===== src/rtl/dsi_packet_parser.sv =====
// rtl/dsi_packet_parser.sv - receive-side DSI packet decoder with header ECC correction and payload CRC check
//
// Splits one merged-lane HS burst (one byte per clk) into DSI packets.
// Ports:
//   clk, rst                      clock, asynchronous active-high reset
//   in_data/in_valid/in_sot/in_last   burst byte stream, sot/last qualified by in_valid
//   hdr_valid/hdr_vc/hdr_dt/hdr_wc/hdr_long   accepted header (1-clk pulse + fields)
//   pay_data/pay_valid/pay_last   payload byte stream of long packets
//   pkt_done/crc_ok               long packet end and CRC result
//   err_pulse                     {wc, truncated, ecc_uncorrectable, ecc_corrected}
//   cnt_clear/ecc_err_cnt/crc_err_cnt   saturating error counters
module dsi_packet_parser #(
  parameter bit          CHECK_CRC = 1'b1,
  parameter logic [15:0] MAX_WC    = 16'hFFFF
) (
  input  logic        clk,
  input  logic        rst,
  input  logic [7:0]  in_data,
  input  logic        in_valid,
  input  logic        in_sot,
  input  logic        in_last,
  output logic        hdr_valid,
  output logic [1:0]  hdr_vc,
  output logic [5:0]  hdr_dt,
  output logic [15:0] hdr_wc,
  output logic        hdr_long,
  output logic [7:0]  pay_data,
  output logic        pay_valid,
  output logic        pay_last,
  output logic        pkt_done,
  output logic        crc_ok,
  output logic [3:0]  err_pulse,
  input  logic        cnt_clear,
  output logic [15:0] ecc_err_cnt,
  output logic [15:0] crc_err_cnt
);

  localparam logic [2:0] S_IDLE  = 3'd0;
  localparam logic [2:0] S_HDR   = 3'd1;
  localparam logic [2:0] S_PAY   = 3'd2;
  localparam logic [2:0] S_CRC   = 3'd3;
  localparam logic [2:0] S_DRAIN = 3'd4;

  // Widened by one bit so the compare stays meaningful even when MAX_WC is all ones.
  localparam logic [16:0] MAX_WC_X = {1'b0, MAX_WC};

  // DSI header ECC: parity bit k covers the data bits set in its mask.
  function automatic logic [5:0] ecc6(input logic [23:0] d);
    return {^(d & 24'hEFFC00), ^(d & 24'hDF03F0), ^(d & 24'hB8E38E),
            ^(d & 24'h749A6D), ^(d & 24'hF2555B), ^(d & 24'hF12CB7)};
  endfunction

  // CRC16-CCITT, reflected (LSB first) form.
  function automatic logic [15:0] crc16_byte(input logic [15:0] c, input logic [7:0] b);
    logic [15:0] r;
    r = c;
    for (int i = 0; i < 8; i++) begin
      r = (r >> 1) ^ (((r[0] ^ b[i]) != 1'b0) ? 16'h8408 : 16'h0000);
    end
    return r;
  endfunction

  logic [2:0]  state;
  logic [1:0]  hdr_cnt;
  logic [23:0] hdr_buf;
  logic [15:0] wc_cnt;
  logic [15:0] crc_calc;
  logic [7:0]  crc_lo;
  logic        crc_cnt;

  // in_sot restarts header collection regardless of where the FSM is.
  logic [2:0]  eff_state;
  logic [1:0]  eff_idx;
  assign eff_state = in_sot ? S_HDR : state;
  assign eff_idx   = in_sot ? 2'd0 : hdr_cnt;

  logic [5:0]  syndrome;
  logic [23:0] hdr_fix;
  logic        syn_data_hit;
  logic        ecc_corr;
  logic        ecc_bad;
  logic        fix_long;
  logic        wc_big;
  logic        crc_match;

  assign syndrome = ecc6(hdr_buf) ^ in_data[5:0];

  // A syndrome equal to a data-bit column flips that bit; a one-hot syndrome
  // is an error in the ECC byte itself, so the data is already right.
  always_comb begin
    hdr_fix      = hdr_buf;
    syn_data_hit = 1'b0;
    for (int i = 0; i < 24; i++) begin
      if (syndrome == ecc6(24'(1) << i)) begin
        hdr_fix[i]   = ~hdr_buf[i];
        syn_data_hit = 1'b1;
      end
    end
  end

  assign ecc_corr  = syn_data_hit || $onehot(syndrome);
  assign ecc_bad   = (syndrome != 6'd0) && !ecc_corr;
  assign fix_long  = hdr_fix[3] && (hdr_fix[2:0] != 3'd0);
  assign wc_big    = {1'b0, hdr_fix[23:8]} > MAX_WC_X;
  assign crc_match = !CHECK_CRC || ({in_data, crc_lo} == crc_calc);

  logic hdr_end;
  logic crc_end;
  assign hdr_end = in_valid && (eff_state == S_HDR) && (eff_idx == 2'd3);
  assign crc_end = in_valid && !in_sot && (state == S_CRC) && crc_cnt;

  always_ff @(posedge clk or posedge rst) begin
    if (rst) begin
      state     <= S_IDLE;
      hdr_cnt   <= 2'd0;
      hdr_buf   <= 24'd0;
      wc_cnt    <= 16'd0;
      crc_calc  <= 16'hFFFF;
      crc_lo    <= 8'd0;
      crc_cnt   <= 1'b0;
      hdr_valid <= 1'b0;
      hdr_vc    <= 2'd0;
      hdr_dt    <= 6'd0;
      hdr_wc    <= 16'd0;
      hdr_long  <= 1'b0;
      pay_data  <= 8'd0;
      pay_valid <= 1'b0;
      pay_last  <= 1'b0;
      pkt_done  <= 1'b0;
      crc_ok    <= 1'b0;
      err_pulse <= 4'd0;
    end else begin
      hdr_valid <= 1'b0;
      pay_valid <= 1'b0;
      pay_last  <= 1'b0;
      pkt_done  <= 1'b0;
      err_pulse <= 4'd0;
      if (in_valid) begin
        if (in_sot && state != S_IDLE && state != S_DRAIN) err_pulse[2] <= 1'b1;
        case (eff_state)
          S_IDLE: ;
          S_DRAIN: if (in_last) state <= S_IDLE;
          S_HDR: begin
            if (eff_idx != 2'd3) begin
              hdr_buf[8*eff_idx +: 8] <= in_data;
              hdr_cnt <= eff_idx + 2'd1;
              state   <= in_last ? S_IDLE : S_HDR;
              if (in_last) err_pulse[2] <= 1'b1;
            end else begin
              hdr_cnt <= 2'd0;
              if (ecc_bad) begin
                err_pulse[1] <= 1'b1;
                state        <= in_last ? S_IDLE : S_DRAIN;
              end else begin
                err_pulse[0] <= ecc_corr;
                hdr_valid    <= 1'b1;
                hdr_vc       <= hdr_fix[7:6];
                hdr_dt       <= hdr_fix[5:0];
                hdr_wc       <= hdr_fix[23:8];
                hdr_long     <= fix_long;
                wc_cnt       <= hdr_fix[23:8];
                crc_calc     <= 16'hFFFF;
                crc_cnt      <= 1'b0;
                if (fix_long && wc_big) begin
                  err_pulse[3] <= 1'b1;
                  state        <= in_last ? S_IDLE : S_DRAIN;
                end else if (!fix_long) begin
                  state <= in_last ? S_IDLE : S_HDR;
                end else if (in_last) begin
                  err_pulse[2] <= 1'b1;
                  state        <= S_IDLE;
                end else begin
                  state <= (hdr_fix[23:8] == 16'd0) ? S_CRC : S_PAY;
                end
              end
            end
          end
          S_PAY: begin
            pay_valid <= 1'b1;
            pay_data  <= in_data;
            crc_calc  <= crc16_byte(crc_calc, in_data);
            wc_cnt    <= wc_cnt - 16'd1;
            if (in_last) begin
              err_pulse[2] <= 1'b1;
              state        <= S_IDLE;
            end else if (wc_cnt == 16'd1) begin
              pay_last <= 1'b1;
              state    <= S_CRC;
            end
          end
          S_CRC: begin
            if (!crc_cnt) begin
              crc_lo  <= in_data;
              crc_cnt <= 1'b1;
              if (in_last) begin
                err_pulse[2] <= 1'b1;
                state        <= S_IDLE;
              end
            end else begin
              crc_cnt  <= 1'b0;
              pkt_done <= 1'b1;
              crc_ok   <= crc_match;
              state    <= in_last ? S_IDLE : S_HDR;
            end
          end
          default: state <= S_IDLE;
        endcase
      end
    end
  end

  always_ff @(posedge clk or posedge rst) begin
    if (rst) begin
      ecc_err_cnt <= 16'd0;
      crc_err_cnt <= 16'd0;
    end else if (cnt_clear) begin
      ecc_err_cnt <= 16'd0;
      crc_err_cnt <= 16'd0;
    end else begin
      if (hdr_end && ecc_bad && ecc_err_cnt != 16'hFFFF) ecc_err_cnt <= ecc_err_cnt + 16'd1;
      if (crc_end && !crc_match && crc_err_cnt != 16'hFFFF) crc_err_cnt <= crc_err_cnt + 16'd1;
    end
  end

endmodule


===== config.mk =====
export PLATFORM = sky130hd
export DESIGN_NAME = dsi_packet_parser
export DESIGN_NICKNAME = d
export VERILOG_FILES = /design/src/rtl/dsi_packet_parser.sv
export SDC_FILE = /design/constraint.sdc
export NUM_CORES = 1
export LEC_CHECK = 0
export BUFFER_PORTS_ARGS = -buffer_cell sky130_fd_sc_hd__buf_4
export CAP_MARGIN = 15
export CORE_MARGIN = 2
export CORE_UTILIZATION = 45
export CTS_BUF_LIST = sky130_fd_sc_hd__clkbuf_2 sky130_fd_sc_hd__clkbuf_4 sky130_fd_sc_hd__clkbuf_8
export CTS_CLUSTER_SIZE = 16
export DETAILED_ROUTE_END_ITERATION = 10
export MAX_ROUTING_LAYER = met4
export PLACE_DENSITY = 0.64
export SYNTH_ARGS = -nofsm -noshare
export SYNTH_HDL_FRONTEND = slang
export SYNTH_SLANG_ARGS = --single-unit

===== constraint.sdc =====
create_clock -name clk -period 15 [get_ports clk]
set_clock_uncertainty 0.1 [all_clocks]
set_input_delay 2.25 -clock clk [delete_from_list [all_inputs] [get_ports clk]]
set_output_delay 2.25 -clock clk [all_outputs]
set_load 0.02 [all_outputs]

==> qor.yml <==
routing:
  wl_per_cell_um: 17.8
  drt_iter0_drc: 482
  totalWireLength_um: 22000
  drc_errors: 0
  via_per_inst: 5.51
  vias: 6828
  ant_nets: 0
  first_pass_iters: 5
yosys:
  yosysWarningCount: 0
  netlist_area_mm2: 0.00854
  synth_top_area_cell: "dfrtp_1"
  ys_seq_area_share_pct: 42.1
  ys_types: 71
  dominantRegCellSynth: "dfrtp_1"
  async_flop_share_pct: 100
  synth.avg_cell_area_um2: 9.19
  synth_top_area_share_pct: 37.2
  synthCells: 929
  synthTopCellsByArea: "dfrtp_1, xor2_1, nand2_1"
  synth-seq-cells: 143
  synth_edf_count: 0
  syn_nets: 959
layout:
  layout_commonest_cell: "nand2_1"
  antenna_cells: 0
  final_cell_mix: "nand2_1, dfrtp_1, buf_4"
  stdcell_area_mm2: 0.00976
  drive_gt1_share_pct: 17.5
  syn2layout_area_growth_pct: 14.3
  final_nets: 1023
run_status:
  status: "finished, final reports clean"
sta:
  hold_viol_final: 0
  setup_tns_ns: 0
  relSlewSlack_pct: 24.3
  clock.fmax_mhz: 138
  fin_crit_sh_pct: 48.4
  rsz0062_at_grt: "false"
  slew_viol_final: 0
  worst_pin_slew_ns: 1.13
  finalSetupViolCount: 0
  period_minus_slack_ns: 7.26
floorplanning:
  fp.coreArea_mm2: 0.0186
  dieWidth_um: 142
  rows: 50
  dieArea_mm2: 0.0201
  initial_core_util_pct: 45.8
  ios: 88
  die_y_um: 142
grt:
  grt-ovfl-total: 0
  grt_pass1_wl_um: 35300
  track_usage_pct: 23.1
  antenna_found_initial: 0
  grt_start_max_net_pins: 78
  grt_pass1_vias: 6412
setup_path:
  startpoint_type: "input port"
  crit_family: "adder cells"
  arrival_ns: 7.54
  cp-end-kind: "register"
  crit_path_frequent_cell: "fa_1"
  critPathKind: "input port to register"
  cp_slowest_cell: "o31ai_4"
  critPathRequiredTime_ns: 15.28
  worstPathMaxFanout: 34
  reg2reg_depth: 19
  critPathBufInv: 4
  reg2reg_slack_ns: 8.94
  crit_path_max_incr_delay_ns: 0.59
  r2r_start: "hdr_buf[1]"
  cp_cell_sequence: "buf_4 -> xor2_1 -> xnor2_1 -> xnor2_4 -> xnor2_2 -> inv_2 -> fa_1 -> inv_1 -> fa_1 -> and2_1 -> fa_1 -> nor2_1 -> nand3_1 -> nand4_1 -> a2111o_1 -> o31ai_4 -> buf_4 -> nor2_1 -> or3_1 -> o21ai_1"
  r2r_end: "wc_cnt[0]"
placement:
  io_buffer_count: 86
  gp_congestion: 0.967
  hpwl_um: 15800
  placed_area_mm2: 0.00932
cts:
  cts_tree: "done"
  numCtsBuffers: 17
  clk_path_buf_depth: 2
  ctsRootBufferMaster: "clkbuf_8"
  clock_sinks: 143
  clkTransAtPathRegs_ns: 0.08
  post_cts_buffers: 0
  post_cts_resized: 0
  ctsHoldBuffers: 0
  clk_latency_ns: 0.46
  cts_htree_levels: 4
min_path:
  holdPathEnd: "hdr_dt[1]"
  hold_depth: 2
  hp-start: "hdr_dt[1]"
  hold_class: "register to register"
run:
  maxCapViolCount: 0
[cells in the mapped netlist, drive strengths merged, types with 4 or more instances]
master / n
o211ai: 6
dfstp: 16
nand3: 33
xnor2: 70
xnor3: 6
nor2: 61
nand2: 154
o21ai: 86
inv: 23
nand2b: 6
nor3: 32
or3: 13
a21oi: 29
nor3b: 5
o31ai: 4
mux2i: 9
ha: 13
clkbuf: 33
buf: 12
o21a: 4
mux2: 10
dfrtp: 127
o2111ai: 9
a22o: 5
xor2: 71
o221ai: 5
nor4: 12
or2: 10
nand4: 14
and3: 9
and2: 5
[worst min-delay path: stages, from the launching register on]
cell and delay, ns:
dfrtp_1 0.35, nand2_1 0.05, o21ai_0 0.06
[sequential cells by signal, summed over array words and instances (netlist names), 2 cells and up]
register,count
crc_calc,16
crc_err_cnt,16
crc_lo,8
ecc_err_cnt,16
err_pulse,3
hdr_buf,24
hdr_cnt,2
hdr_dt,6
hdr_vc,2
hdr_wc,16
pay_data,8
state,3
wc_cnt,16
[cells by family after synthesis]
kind of cell / share of synthesized area, %
simple gates: 20.2
flops: 42.1
other cells: 0.0439
fa+ha+maj: 2.61
compound gates: 12.1
buf+inv: 3.30
mux: 2.37
xor+xnor: 17.2
[routing by layer]
layer  wire, um  part of all wire, %  GRT usage [%]
met2      10200                   46           34.5
met1      10500                   48           32.3
met3       1070                  4.8           5.10
met4        291                  1.3           5.47
met5          0                    0              -
[how the worst max path moves through the flow]
stage | cells after the start | startpoint | to | slack (ns)
6_report | 20 | in_data[3] | wc_cnt[0] | 7.74
5_1_grt | 20 | in_data[3] | wc_cnt[0] | 7.47
4_1_cts | 20 | in_data[3] | wc_cnt[0] | 7.76
3_5_place_dp | 20 | in_data[3] | wc_cnt[0] | 7.26
3_3_place_gp | 20 | in_data[3] | wc_cnt[0] | 7.42
2_1_floorplan | 18 | in_data[3] | hdr_wc[1] | 8.08
[through the flow]
stage               worst slack, ns  hold slack, ns  util (%)  std cells
floorplan                      8.08           0.351         -        929
global placement               7.42           0.362      50.0       1208
detailed placement             7.26           0.368      50.0       1208
CTS                            7.76           0.388      52.4       1240
global route                   7.47           0.406      52.4       1240
finish                         7.74           0.384      52.4       1240
[cell type report]
| cell class | count | area (um2) |
|---|---|---|
| well taps | 234 | 293 |
| multi-input cells | 718 | 4660 |
| clock buffers | 22 | 278 |
| inverters | 23 | 91.3 |
| fillers | 1794 | 8880 |
| repair buffers | 90 | 676 |
| clock inverters | 10 | 165 |
| flip-flops and latches | 143 | 3600 |
Power is not shown: default switching activity piles up to over one toggle a cycle in this logic, so the estimate is an artifact.
